File: src/rtl/rv32_bus_pkg.sv
// Shared types for the rv32 instruction/data bus arbiter.
package rv32_bus_pkg;

    // Which requester owns (or is granted) the shared memory port.
    typedef enum logic [1:0] {
        OWNER_NONE  = 2'd0,
        OWNER_INSTR = 2'd1,
        OWNER_DATA  = 2'd2
    } owner_t;

    // One cycle's worth of shared-bus command, as driven towards the fabric.
    typedef struct packed {
        logic [31:0] addr;
        logic        read;
        logic        write;
        logic [3:0]  mask;
        logic [31:0] wvalue;
    } bus_cmd_t;

    // Idle bus: every strobe low, address and data zero.
    localparam bus_cmd_t BUS_CMD_IDLE = '{addr: 32'h0, read: 1'b0, write: 1'b0,
                                          mask: 4'h0, wvalue: 32'h0};

    // True when the given owner value refers to an actual requester.
    function automatic logic owner_active(input owner_t owner);
        return (owner != OWNER_NONE);
    endfunction

endpackage : rv32_bus_pkg

File: src/rtl/rv32_bus_priority.sv
// Combinational winner selection for a fresh arbitration round.
// Data wins a contested round unless its streak has hit the limit, in which
// case fetch gets exactly this one round.
module rv32_bus_priority
    import rv32_bus_pkg::*;
(
    input  logic   instr_req_i,
    input  logic   data_req_i,
    input  logic   streak_max_i,
    output owner_t winner_o
);

    // Pick the winner from the live requests and the starvation flag.
    always_comb begin
        winner_o = OWNER_NONE;
        if (instr_req_i && data_req_i) begin
            winner_o = streak_max_i ? OWNER_INSTR : OWNER_DATA;
        end else if (data_req_i) begin
            winner_o = OWNER_DATA;
        end else if (instr_req_i) begin
            winner_o = OWNER_INSTR;
        end
    end

endmodule : rv32_bus_priority

File: src/rtl/rv32_bus_arbiter.sv
// Shares one memory port between the fetch (instruction) bus and the
// mem-stage (data) bus. Ownership is locked from grant until mem_ready_in,
// data normally wins contested rounds, and a streak counter guarantees that
// fetch gets the bus after MAX_DATA_STREAK consecutive contested data wins.
//
// Handshake: a requester holds its request (instr_read_in, or
// data_read_in/data_write_in) with stable address/data until it sees its
// *_ready_out high in the same cycle; the transaction completes in exactly
// that cycle. The bus command is a pure combinational function of the
// current grant, so a one-cycle memory completes with zero added latency.
// Dropping a request before ready abandons the transaction and the port is
// re-arbitrated in that same cycle.
module rv32_bus_arbiter
    import rv32_bus_pkg::*;
#(
    parameter int unsigned MAX_DATA_STREAK = 4
) (
    input  logic        clk,
    input  logic        reset,

    input  logic [31:0] instr_address_in,
    input  logic        instr_read_in,
    output logic [31:0] instr_read_value_out,
    output logic        instr_ready_out,

    input  logic [31:0] data_address_in,
    input  logic        data_read_in,
    input  logic        data_write_in,
    input  logic [3:0]  data_write_mask_in,
    input  logic [31:0] data_write_value_in,
    output logic [31:0] data_read_value_out,
    output logic        data_ready_out,

    output logic [31:0] mem_address_out,
    output logic        mem_read_out,
    output logic        mem_write_out,
    output logic [3:0]  mem_write_mask_out,
    output logic [31:0] mem_write_value_out,
    input  logic [31:0] mem_read_value_in,
    input  logic        mem_ready_in,

    output logic        grant_instr_out,
    output logic        grant_data_out
);

    localparam int unsigned         STREAK_W   = $clog2(MAX_DATA_STREAK + 1);
    localparam logic [STREAK_W-1:0] STREAK_MAX = STREAK_W'(MAX_DATA_STREAK);

    owner_t              owner_q;
    owner_t              owner_d;
    logic [STREAK_W-1:0] streak_q;
    logic [STREAK_W-1:0] streak_d;

    logic     instr_req;
    logic     data_req;
    logic     owner_held;
    logic     streak_max;
    owner_t   arb_winner;
    owner_t   grant;
    bus_cmd_t bus_cmd;

    assign instr_req  = instr_read_in;
    assign data_req   = data_read_in | data_write_in;
    assign streak_max = (streak_q == STREAK_MAX);

    // Fresh-round winner; only consulted when no locked owner is still requesting.
    rv32_bus_priority u_priority (
        .instr_req_i  (instr_req),
        .data_req_i   (data_req),
        .streak_max_i (streak_max),
        .winner_o     (arb_winner)
    );

    // Resolve this cycle's grant: a locked owner keeps the bus while it still
    // requests; otherwise re-arbitrate. Reset forces an idle grant so every
    // bus-facing output reads zero while reset is held.
    always_comb begin
        owner_held = 1'b0;
        grant      = OWNER_NONE;
        if (!reset) begin
            owner_held = ((owner_q == OWNER_INSTR) && instr_req) ||
                         ((owner_q == OWNER_DATA)  && data_req);
            grant      = owner_held ? owner_q : arb_winner;
        end
    end

    // Next owner and streak: release on completion, lock while the slave stalls.
    always_comb begin
        owner_d  = OWNER_NONE;
        streak_d = streak_q;
        if (reset) begin
            owner_d  = OWNER_NONE;
            streak_d = '0;
        end else if (owner_active(grant)) begin
            if (mem_ready_in) begin
                owner_d = OWNER_NONE;
                if (grant == OWNER_DATA && instr_req) begin
                    // Fetch was kept waiting by this data transaction.
                    streak_d = streak_max ? streak_q : streak_q + STREAK_W'(1);
                end else begin
                    streak_d = '0;
                end
            end else begin
                owner_d = grant;
            end
        end
    end

    // Owner and streak registers.
    always_ff @(posedge clk) begin
        if (reset) begin
            owner_q  <= OWNER_NONE;
            streak_q <= '0;
        end else begin
            owner_q  <= owner_d;
            streak_q <= streak_d;
        end
    end

    // Shared bus command mux; fetch is always a plain full-word read.
    always_comb begin
        bus_cmd = BUS_CMD_IDLE;
        case (grant)
            OWNER_INSTR: begin
                bus_cmd.addr = instr_address_in;
                bus_cmd.read = 1'b1;
            end
            OWNER_DATA: begin
                bus_cmd.addr   = data_address_in;
                bus_cmd.read   = data_read_in;
                bus_cmd.write  = data_write_in;
                bus_cmd.mask   = data_write_mask_in;
                bus_cmd.wvalue = data_write_value_in;
            end
            default: bus_cmd = BUS_CMD_IDLE;
        endcase
    end

    assign mem_address_out     = bus_cmd.addr;
    assign mem_read_out        = bus_cmd.read;
    assign mem_write_out       = bus_cmd.write;
    assign mem_write_mask_out  = bus_cmd.mask;
    assign mem_write_value_out = bus_cmd.wvalue;

    // Read data is broadcast; only the granted side sees ready.
    assign instr_read_value_out = mem_read_value_in;
    assign data_read_value_out  = mem_read_value_in;
    assign instr_ready_out      = mem_ready_in && (grant == OWNER_INSTR);
    assign data_ready_out       = mem_ready_in && (grant == OWNER_DATA);

    assign grant_instr_out = (grant == OWNER_INSTR);
    assign grant_data_out  = (grant == OWNER_DATA);

endmodule : rv32_bus_arbiter
File: config.mk
export PLATFORM = sky130hd
export DESIGN_NAME = rv32_bus_arbiter
export DESIGN_NICKNAME = d
export VERILOG_FILES = /design/src/rtl/rv32_bus_pkg.sv /design/src/rtl/rv32_bus_priority.sv /design/src/rtl/rv32_bus_arbiter.sv
export SDC_FILE = /design/constraint.sdc
export NUM_CORES = 1
export LEC_CHECK = 0
export ABC_AREA = 1
export CAP_MARGIN = 20
export CORE_AREA = 4 4 106 108
export CTS_CLUSTER_SIZE = 24
export DETAILED_ROUTE_END_ITERATION = 6
export DIE_AREA = 0 0 110 112
export DONT_BUFFER_PORTS = 1
export SLEW_MARGIN = 5
export SYNTH_ARGS = -nofsm -noshare
export SYNTH_HDL_FRONTEND = slang
export SYNTH_HIERARCHICAL = 1
export SYNTH_SLANG_ARGS = --single-unit
export TNS_END_PERCENT = 5
File: constraint.sdc
create_clock -name clk -period 3.6 [get_ports clk]
set_input_delay 0.72 -clock clk [delete_from_list [all_inputs] [get_ports clk]]
set_output_delay 0.72 -clock clk [all_outputs]
set_load 0.1 [all_outputs]
==> results.rst, run 1 <==
.. list-table::
   :header-rows: 1

   * - Metric
     - Value
   * - Die Outline Area
     - 12320 um2
   * - Iter 0 DRT Violations
     - 66
   * - First-pass DRT Iterations
     - 4
   * - Via count normalized by instance count
     - 4.114
   * - Worst slack at placement
     - 253.0 ps
   * - Clock tree root buffer cell
     - clkbuf_8
   * - Actual slew at the worst max-slew pin
     - 506.6 ps
   * - Clock period minus final worst setup slack
     - 3429 ps
   * - Pin count of the biggest net entering global routing
     - 36
   * - Row cnt
     - 37
   * - Number of DRC violations after detailed routing
     - 0
   * - Net count of the finished layout
     - 457
   * - Fraction of layout cells with a size suffix above 1
     - 43.45%
   * - Final estimated routing congestion in global placement
     - 0.6811
   * - Routed wire length
     - 7018 um
   * - Final hold vios
     - 0
   * - Share of the clock period used by the worst path after layout
     - 95.24%
   * - TritonCTS clock tree
     - done
   * - Number of H-tree branching levels
     - 1
   * - Diode count
     - 0
   * - Critical Path Source Type
     - flip-flop
   * - Count of input and output buffers
     - 0
   * - Overall overflow remaining after global route
     - 0
   * - X dimension of the die
     - 110 um
   * - Number of sinks handled by clock tree synthesis
     - 5
   * - Final Util
     - 32.15%
   * - Achievable clock frequency
     - 291.7 MHz
   * - Proportion of power drawn by flip-flops and latches
     - 6.9%
   * - Area growth from synthesis to layout
     - 84.36%
   * - Total of hold buffers inserted after clock tree synthesis
     - 0
   * - Endpoint required time on the critical path
     - 2880 ps
   * - Average footprint of a synthesized cell
     - 5.719 um2
   * - Hold_sp
     - streak_q[0]
   * - Final-report setup violation count
     - 0
   * - Critical path capture point type
     - primary output
   * - Via count of the first global-routing pass
     - 1927
   * - Die height
     - 112 um
   * - Synthesized cell area
     - 1784 um2
   * - Clock Tree Buf Depth
     - 2
   * - Critical path data arrival time
     - 2710 ps
   * - Power per unit of standard cell area
     - 254.6 nW/um2
   * - Internal portion of total power
     - 344.9 uW
   * - Largest driver fanout on the critical path
     - 18
   * - Worst slew slack as a fraction of its limit
     - 66.23%
   * - Worst clock skew
     - 2.490 ps
   * - Setup TNS
     - 0 ps
   * - Clock buffers created by TritonCTS
     - 3
   * - IO Count
     - 276
   * - Post-synthesis register bit count
     - 5
   * - Outcome
     - finished clean
   * - Final Max Tran Viols
     - 0
   * - Critical R2R Launch
     - streak_q[0]
   * - Global Route Usage Sum
     - 10.79%
   * - Clock transition at the registers of the reported paths
     - 40 ps
   * - Max-cap violation count
     - 0
   * - Type of the most critical hold path
     - flip-flop to flip-flop
   * - Post-DR wirelength/cell
     - 15.63 um
   * - Sequential-to-total area share from yosys stat
     - 5.610%
   * - Max rail drop VDD
     - 161.9 uV
   * - Number of synthesis warnings
     - 6
   * - First-pass GRT wire length
     - 10300 um
   * - Most common library cell in the layout ignoring fill and taps
     - nand2_1
   * - Core Box Area
     - 10230 um2
   * - Worst Hold Margin
     - 496.5 ps
   * - Switching share of power
     - 58.82%
   * - Reported net switching power
     - 492.6 uW
   * - Number of unique standard cell types used by synthesis
     - 23
   * - Number of antenna violations at the first check in global routing
     - 0
   * - Worst-Skew Late Latency
     - 230 ps
   * - Worst Slack Setup Final
     - 171.4 ps
   * - Setup repair after global routing missed its margin
     - yes
   * - Most frequent cells in the layout
     - nand2_1, buf_12, inv_1, a21oi_4, nand3_1
   * - Worst setup slack for register-to-register paths
     - 1040 ps
   * - Combinational share of power
     - 80.2%
   * - Initial core utilization
     - 17.44%
   * - Hpwl dp
     - 6309 um
   * - Antenna violation net count after detailed routing
     - 0
   * - Detailed-route via count
     - 1847
   * - Pleak
     - 0.001420 uW
   * - Category of the critical setup timing path
     - flip-flop to primary output
   * - Final Power
     - 837.5 uW
   * - Clock power share
     - 12.9%
   * - Synthesized instance count
     - 312
   * - Post-Syn Nets
     - 455
   * - Start point of the critical path
     - streak_q[0]
cells by family after synthesis:
family | synth area share, %
buf+inv | 43.55
simple gates | 32.96
compound gates | 13.89
fa+ha+maj | 3.506
flops | 5.610
xor+xnor | 0.4910
critical path, stage by stage (launching register included):
cell,delay [ps]
dfxtp_1,350
inv_1,80
ha_1,200
nand2_1,130
inv_1,70
nand2_1,70
nand2_1,50
inv_1,50
nand2_1,90
nand3_4,130
inv_1,110
ha_4,600
buf_12,300
a21oi_4,50
buf_12,160
worst paths after layout:
kind	cells past startpoint	to
worst min register to register	2	streak_q[0]
worst max-delay path	14	mem_address_out[31]
worst min-delay path	2	streak_q[0]
worst max register to register	15	streak_q[2]
power groups by stage:
stage / Clock, uW / Combinational (uW) / Sequential (uW)
after floorplan: 0 / 785 / 58.5
after global placement: 0 / 662 / 58.6
after global routing: 114 / 694 / 58.1
final: 108 / 672 / 57.9
after CTS: 109 / 671 / 57.9
after detailed placement: 0 / 670 / 58.8
cells in the mapped netlist:
| cell type | number | area (um2) |
|---|---|---|
| nor2_1 | 7 | 26.28 |
| xnor2_1 | 1 | 8.760 |
| nand3_2 | 9 | 90.09 |
| nor2_4 | 1 | 11.26 |
| a21oi_2 | 8 | 70.07 |
| inv_2 | 3 | 11.26 |
| nand2_1 | 80 | 300.3 |
| nand3_1 | 24 | 120.1 |
| a211oi_1 | 1 | 7.510 |
| a21oi_1 | 29 | 145.1 |
| a21oi_4 | 1 | 16.27 |
| buf_2 | 3 | 15.01 |
| nor3_1 | 1 | 5.000 |
| nand4_1 | 1 | 6.260 |
| buf_4 | 65 | 488.0 |
| nand2_4 | 2 | 22.52 |
| clkbuf_1 | 12 | 45.04 |
| buf_6 | 3 | 33.78 |
| nand2_2 | 1 | 6.260 |
| dfxtp_1 | 5 | 100.1 |
| inv_1 | 49 | 183.9 |
| ha_1 | 5 | 62.56 |
| o21ai_2 | 1 | 8.760 |
cell type report:
type	instances	area, um2
timing repair buffer	80	1526
inverter	52	195.2
sequential	5	100.1
tap	136	170.2
multi-input combinational	172	1252
fill	1052	6942
clock buffer	4	45.04
timing repair:
item / CTS / global route
resized for setup: 0 / 1
buffers inserted: 0 / 1
setup endpoints to repair: 0 / 33
through the flow:
| step | area [um2] | cells |
|---|---|---|
| after floorplan | 2126 | 312 |
| after global placement | 3217 | 444 |
| after detailed placement | 3217 | 444 |
| after CTS | 3262 | 448 |
| after global routing | 3289 | 449 |
| final | 3289 | 449 |
state kept, by name, indices dropped and copies added (netlist names):
signal	count
streak_q	3
owner_q	2
metal layers:
metal	track usage [%]	share of wire, %	vias to the layer above
met4	5.985	3.0	0
met5	0	0	-
met3	3.652	12	25
li1	-	-	885
met1	9.694	30	815
met2	20.43	55	122
Note: power is estimated with default switching activity, not from simulation.
==> inputs of run 2 (changes only) <==
- CORE_AREA: 4 4 106 108 -> 4 4 105 107
- DIE_AREA: 0 0 110 112 -> 0 0 109 111
- SKIP_CTS_REPAIR_TIMING: default -> 1
==> run 2 against run 1 <==
  * Fmax about the same
  * Sequential share of layout area hardly changed
  * Core utilization increased by 0.37 points
  * Non-clock buffer count increased by 1
  * Clock skew is 0.64 ps lower
  * Largest power group unchanged
  * First-iteration DRC count shrank 11%
  * Largest cell class unchanged
  * Sequential power is essentially flat
==> results.rst, run 2 (synthesis gave the netlist of run 1 again) <==
.. list-table::
   :header-rows: 1

   * - Metric
     - Value
   * - Clock Tree Buf Depth
     - 2 (unchanged)
   * - Clock buffers created by TritonCTS
     - 3 (unchanged)
   * - Max rail drop VDD
     - 115.8 uV (-28%)
   * - Actual slew at the worst max-slew pin
     - 533.2 ps (+26.61 ps)
   * - Final Max Tran Viols
     - 0 (unchanged)
   * - Switching share of power
     - 58.80% (about the same)
   * - Number of antenna violations at the first check in global routing
     - 0 (unchanged)
   * - Most common library cell in the layout ignoring fill and taps
     - nand2_1
   * - Type of the most critical hold path
     - flip-flop to flip-flop
   * - Cell chain of the critical path
     - inv_1 -> ha_1 -> nand2_1 -> inv_1 -> a21oi_2 -> nand2_2 -> a21oi_4 -> inv_2 -> ha_4 -> buf_12 -> a21oi_4 -> buf_12
   * - Pin count of the biggest net entering global routing
     - 36 (unchanged)
   * - Internal portion of total power
     - 345.7 uW (+0.22%)
   * - Post-DR wirelength/cell
     - 15.90 um (+1.8%)
   * - Worst slack at placement
     - 260.4 ps (+7.414 ps)
   * - Register with the highest flop count
     - streak_q
   * - First-pass GRT wire length
     - 10530 um (+2.2%)
   * - Clock transition at the registers of the reported paths
     - 30 ps (about the same)
   * - Critical Path Source Type
     - flip-flop
   * - Combined buffer and inverter count along the critical path
     - 5 (-1)
   * - Combinational share of power
     - 80.4% (+0.2 points)
   * - Outcome
     - finished clean
   * - Worst clock skew
     - 1.850 ps (-0.6404 ps)
   * - Worst-Skew Late Latency
     - 230 ps (about the same)
   * - X dimension of the die
     - 109 um (-0.91%)
   * - Area growth from synthesis to layout
     - 84.78%
   * - Cell with the biggest individual delay on the critical path
     - ha_4
   * - Diode count
     - 0 (unchanged)
   * - Max-cap violation count
     - 0 (unchanged)
   * - Most frequent cells in the layout
     - nand2_1, buf_12, inv_1, a21oi_4, nand3_1
   * - Crit path largest cell delay
     - 620 ps (+20 ps)
   * - Worst slew slack as a fraction of its limit
     - 64.45% (-1.8 points)
   * - Hpwl dp
     - 6115 um (-3.1%)
   * - Placed instance area
     - 3224 um2 (+0.23%)
   * - TritonCTS clock tree
     - done
   * - Core Box Area
     - 10140 um2 (-0.91%)
   * - Number of DRC violations after detailed routing
     - 0 (unchanged)
   * - Worst Slack Setup Final
     - 170.9 ps (-0.5400 ps)
   * - Largest driver fanout on the critical path
     - 18 (unchanged)
   * - Largest registers
     - streak_q (3), owner_q (2)
   * - Die height
     - 111 um (-0.89%)
   * - Setup TNS
     - 0 ps (unchanged)
   * - Number of H-tree branching levels
     - 1 (unchanged)
   * - Clock power share
     - 12.6% (-0.3 points)
   * - Category of the critical setup timing path
     - flip-flop to primary output
   * - Net count of the finished layout
     - 458 (+0.22%)
   * - Fraction of layout cells with a size suffix above 1
     - 43.95% (+0.50 points)
   * - Endpoint required time on the critical path
     - 2880 ps (about the same)
   * - Share of the clock period used by the worst path after layout
     - 95.25% (about the same)
   * - Global Route Usage Sum
     - 10.79% (about the same)
   * - Iter 0 DRT Violations
     - 59 (-11%)
   * - Via count normalized by instance count
     - 4.158 (+1.1%)
   * - Die Outline Area
     - 12100 um2 (-1.8%)
   * - Via count of the first global-routing pass
     - 1952 (+1.3%)
   * - Placed Cells incl. Taps
     - 445 (+0.23%)
   * - Layout Cells excl Fill
     - 450 (+0.22%)
   * - Final estimated routing congestion in global placement
     - 0.7246 (+6.4%)
   * - Post-route cell area
     - 3297 um2 (+0.23%)
   * - Overall overflow remaining after global route
     - 0 (unchanged)
   * - First-pass DRT Iterations
     - 4 (unchanged)
   * - Final Util
     - 32.52% (+0.37 points)
   * - Number of flip-flops in the largest register
     - 3 (unchanged)
   * - Initial core utilization
     - 17.60% (+0.16 points)
   * - Clock period minus final worst setup slack
     - 3429 ps (+0.5400 ps)
   * - Final hold vios
     - 0 (unchanged)
   * - Pleak
     - 0.001425 uW (+0.37%)
   * - IO Count
     - 276 (unchanged)
   * - Count of input and output buffers
     - 0 (unchanged)
   * - Final-report setup violation count
     - 0 (unchanged)
   * - Clock tree root buffer cell
     - clkbuf_8
   * - Critical path data arrival time
     - 2710 ps (about the same)
   * - Power per unit of standard cell area
     - 254.5 nW/um2 (about the same)
   * - Proportion of power drawn by flip-flops and latches
     - 6.9% (about the same)
   * - Row cnt
     - 37 (unchanged)
   * - Number of sinks handled by clock tree synthesis
     - 5 (unchanged)
   * - Detailed-route via count
     - 1871 (+1.3%)
   * - Achievable clock frequency
     - 291.6 MHz (about the same)
   * - Routed wire length
     - 7157 um (+2.0%)
   * - Reported net switching power
     - 493.4 uW (+0.16%)
   * - Worst path top cell family by delay
     - adder cells
   * - Critical path capture point type
     - primary output
   * - Antenna violation net count after detailed routing
     - 0 (unchanged)
-- run 2: changes by cell type in the layout (fill, tap and decap cells not counted), sizes merged --
cell,change
buf,+1
-- run 2: final timing paths --
check               from             endpoint  slack (ps)  cells after the start
max          streak_q[0]  mem_address_out[27]         170                     12
min          streak_q[0]          streak_q[0]         480                      2
max reg2reg  streak_q[0]          streak_q[2]        1100                     15
min reg2reg  streak_q[0]          streak_q[0]         480                      2
-- run 2: layout make-up --
cell class	count	area (um2)
timing repair buffer	81	1538
fill	1029	6842
tap	136	170.2
multi-input combinational	172	1249
inverter	52	195.2
clock buffer	4	45.04
sequential	5	100.1
-- run 2: through the flow --
step | power [uW] | hold WS (ps)
after floorplan | 843.8 | 450.8
after global placement | 725.4 | 463.7
after detailed placement | 732.5 | 481.1
after CTS | 841.3 | 489.0
after global routing | 868.5 | 520.1
final | 839.1 | 481.0
-- run 2: power groups by stage --
| stage | Clock, uW | Combinational [uW] | Sequential, uW |
|---|---|---|---|
| 2_1_floorplan | 0 | 785 | 58.5 |
| 3_3_place_gp | 0 | 667 | 58.6 |
| 3_5_place_dp | 0 | 674 | 58.8 |
| 4_1_cts | 109 | 674 | 58.0 |
| 5_1_grt | 112 | 698 | 58.0 |
| 6_report | 106 | 675 | 58.0 |
-- run 2: layer usage --
layer,track usage (%),routed length (um)
met1,11.27,2384
met2,20.72,3943
met3,2.097,682
met4,3.788,147
met5,0,0
-- run 2: worst register-to-register path, cell delays in order, from the launching register on --
cell     delay [ps]
dfxtp_1         340
inv_1            70
ha_1            200
nand2_1         130
inv_1            80
a21oi_2         160
nand2_2          80
a21oi_4         150
buf_4           200
ha_1            210
buf_4           200
nand2_1         110
o21ai_2         200
nor3_1           70
a21oi_1         120
nor2_1           50
==> inputs of run 3 (changes only) <==
- CORE_AREA: 4 4 105 107 -> 4 4 104 106
- DIE_AREA: 0 0 109 111 -> 0 0 108 110
==> run 3 against run 2 <==
  * Clock skew shrank 0.54 ps
  * Flip-flop and latch count did not move
  * Final cell count is 0.89% lower
  * Wire length is 6.1% lower
  * Fmax rose by 0.35%
  * Highest routed layer unchanged
  * Critical path depth stayed put
  * Worst hold slack improved by 4.8 ps
  * First-iteration DRC count rose by 64%
==> results.rst, run 3 (synthesis gave the netlist of run 1 again) <==
.. list-table::
   :header-rows: 1

   * - Metric
     - Value
   * - Cell chain of the critical path
     - inv_1 -> ha_1 -> nand2_1 -> inv_1 -> a21oi_1 -> nand2_2 -> a21oi_4 -> inv_2 -> ha_4 -> buf_12 -> a21oi_4 -> buf_12
   * - Worst setup slack for register-to-register paths
     - 900 ps (-200 ps)
   * - Final-report setup violation count
     - 0 (unchanged)
   * - WL met1
     - 2370 um (-0.59%)
   * - Most frequent cells in the layout
     - nand2_1, buf_12, inv_1, a21oi_4, nand3_1
   * - Routed wire length
     - 6724 um (-6.1%)
   * - Combinational share of power
     - 80.6% (+0.2 points)
   * - Worst slack at placement
     - 270.8 ps (+10.37 ps)
   * - Worst slew slack as a fraction of its limit
     - 64.78% (+0.32 points)
   * - Power per unit of standard cell area
     - 253.5 nW/um2 (-0.38%)
   * - Number of antenna violations at the first check in global routing
     - 0 (unchanged)
   * - Number of DRC violations after detailed routing
     - 0 (unchanged)
   * - Overall overflow remaining after global route
     - 0 (unchanged)
   * - Area growth from synthesis to layout
     - 83.73%
   * - First-pass GRT wire length
     - 9459 um (-10%)
   * - Critical R2R Launch
     - streak_q[0]
   * - Pleak
     - 0.001418 uW (-0.46%)
   * - X dimension of the die
     - 108 um (-0.92%)
   * - Register with the highest flop count
     - streak_q
   * - Pin count of the biggest net entering global routing
     - 40 (+11%)
   * - Max rail drop VDD
     - 123.4 uV (+6.6%)
   * - Actual slew at the worst max-slew pin
     - 528.3 ps (-4.851 ps)
   * - Worst Slack Setup Final
     - 183.0 ps (+12.11 ps)
   * - Core Box Area
     - 9774 um2 (-3.6%)
   * - Largest registers
     - streak_q (3), owner_q (2)
   * - Clock transition at the registers of the reported paths
     - 30 ps (about the same)
   * - First-pass DRT Iterations
     - 4 (unchanged)
   * - Row cnt
     - 36 (-2.7%)
   * - Clock Tree Buf Depth
     - 2 (unchanged)
   * - Worst path top cell family by delay
     - adder cells
   * - Number of sinks handled by clock tree synthesis
     - 5 (unchanged)
   * - Combined buffer and inverter count along the critical path
     - 5 (unchanged)
   * - Max-cap violation count
     - 0 (unchanged)
   * - Internal portion of total power
     - 343.8 uW (-0.53%)
   * - Cell with the biggest individual delay on the critical path
     - ha_4
   * - Crit path largest cell delay
     - 620 ps (about the same)
   * - Outcome
     - finished clean
   * - Hold-critical path endpoint
     - streak_q[0]
   * - Diode count
     - 0 (unchanged)
   * - Worst-Skew Late Latency
     - 220 ps (about the same)
   * - Hpwl dp
     - 5757 um (-5.9%)
   * - Final estimated routing congestion in global placement
     - 0.7004 (-3.3%)
   * - Setup repair after global routing missed its margin
     - no
   * - Share of the clock period used by the worst path after layout
     - 94.92% (-0.34 points)
   * - Post-DR wirelength/cell
     - 15.08 um (-5.2%)
   * - Clock tree root buffer cell
     - clkbuf_8
   * - Initial core utilization
     - 18.25% (+0.66 points)
   * - Global Route Usage Sum
     - 10.12% (-0.67 points)
   * - Hold_sp
     - streak_q[0]
   * - Fraction of layout cells with a size suffix above 1
     - 43.45% (-0.50 points)
   * - IO Count
     - 276 (unchanged)
   * - Via count normalized by instance count
     - 4.152 (-0.13%)
   * - Achievable clock frequency
     - 292.7 MHz (+0.35%)
   * - Most common library cell in the layout ignoring fill and taps
     - nand2_1
   * - Category of the critical setup timing path
     - flip-flop to primary output
   * - Highest metal layer with signal wires
     - met4
   * - Fillers
     - 1013 (-1.6%)
   * - Final Util
     - 33.54% (+1.0 points)
   * - Iter 0 DRT Violations
     - 97 (+64%)
   * - Critical path data arrival time
     - 2700 ps (about the same)
   * - Final hold vios
     - 0 (unchanged)
   * - Met3 WL
     - 677 um (-0.73%)
   * - Die Outline Area
     - 11880 um2 (-1.8%)
   * - R2R Path End
     - streak_q[2]
   * - Number of flip-flops in the largest register
     - 3 (unchanged)
   * - Sequential cell area
     - 100.1 um2 (unchanged)
   * - Number of cells on the worst hold path
     - 2 (unchanged)
   * - Placed instance area
     - 3213 um2 (-0.35%)
   * - Count of input and output buffers
     - 0 (unchanged)
   * - Largest driver fanout on the critical path
     - 18 (unchanged)
   * - Via count of the first global-routing pass
     - 1840 (-5.7%)
   * - Proportion of power drawn by flip-flops and latches
     - 7.0% (about the same)
   * - Detail Route met2 WL
     - 3530 um (-10%)
   * - Clock power share
     - 12.4% (-0.2 points)
   * - Detailed-route via count
     - 1852 (-1.0%)
   * - Combined area of the multi-input logic cells
     - 1245 um2 (-0.30%)
   * - Critical path capture point type
     - primary output
   * - Reported net switching power
     - 487.3 uW (-1.2%)
   * - Worst clock skew
     - 1.311 ps (-0.5386 ps)
   * - Clock buffers created by TritonCTS
     - 3 (unchanged)
   * - Antenna violation net count after detailed routing
     - 0 (unchanged)
   * - Post-route cell area
     - 3278 um2 (-0.57%)
   * - Clock period minus final worst setup slack
     - 3417 ps (-12.11 ps)
   * - Net count of the finished layout
     - 457 (-0.22%)
   * - Final Max Tran Viols
     - 0 (unchanged)
   * - Number of H-tree branching levels
     - 1 (unchanged)
   * - Endpoint required time on the critical path
     - 2880 ps (about the same)
   * - FF-to-FF path depth
     - 14 (-1)
   * - Critical Path Source Type
     - flip-flop
   * - Type of the most critical hold path
     - flip-flop to flip-flop
   * - TritonCTS clock tree
     - done
   * - Die height
     - 110 um (-0.90%)
   * - Switching share of power
     - 58.63% (-0.17 points)
[run 3: changes by cell type in the layout (fill, tap and decap cells not counted), sizes merged]
cell | previous run | this run
buf | 81 | 80
[run 3: worst min-delay path: stages, from the launching register on]
cell and delay [ps]:
dfxtp_1 320, nand2_1 70, a21oi_1 50
[run 3: power by group through the flow]
stage	Combinational (uW)	Clock, uW	Sequential (uW)
floorplan	785	0	58.5
detailed placement	669	0	58.7
global placement	661	0	58.6
CTS	669	106	57.8
global route	692	111	58.0
finish	670	103	57.9
[run 3: final cells by class]
type,instances,share of cell area [%]
repair buffers,80,46.56
multi-input cells,172,37.98
inverters,52,5.954
well taps,133,5.076
flip-flops and latches,5,3.053
clock buffers,4,1.374
[run 3: per-layer routing]
metal | up-vias | track usage [%]
li1 | 884 | -
met1 | 835 | 10.48
met2 | 104 | 18.69
met3 | 29 | 3.494
met4 | 0 | 4.058
met5 | - | 0
[run 3: worst max path at each step]
stage	start	endpoint	slack, ps	cells past startpoint
2_1_floorplan	data_read_in	mem_address_out[29]	-110	14
6_report	streak_q[0]	mem_address_out[26]	180	12
5_1_grt	streak_q[0]	mem_address_out[14]	30	12
4_1_cts	streak_q[0]	mem_address_out[29]	90	11
3_5_place_dp	data_read_in	mem_address_out[29]	270	10
3_3_place_gp	data_read_in	mem_address_out[29]	330	10
[run 3: through the flow]
step,TNS [ps],cells,total power [uW],hold WS (ps)
5_1_grt,0,446,860.5,519.7
6_report,0,446,831.1,485.8
3_5_place_dp,0,441,727.3,479.4
3_3_place_gp,0,441,719.7,461.6
4_1_cts,0,445,833.2,484.6
2_1_floorplan,-1422,312,843.8,450.8
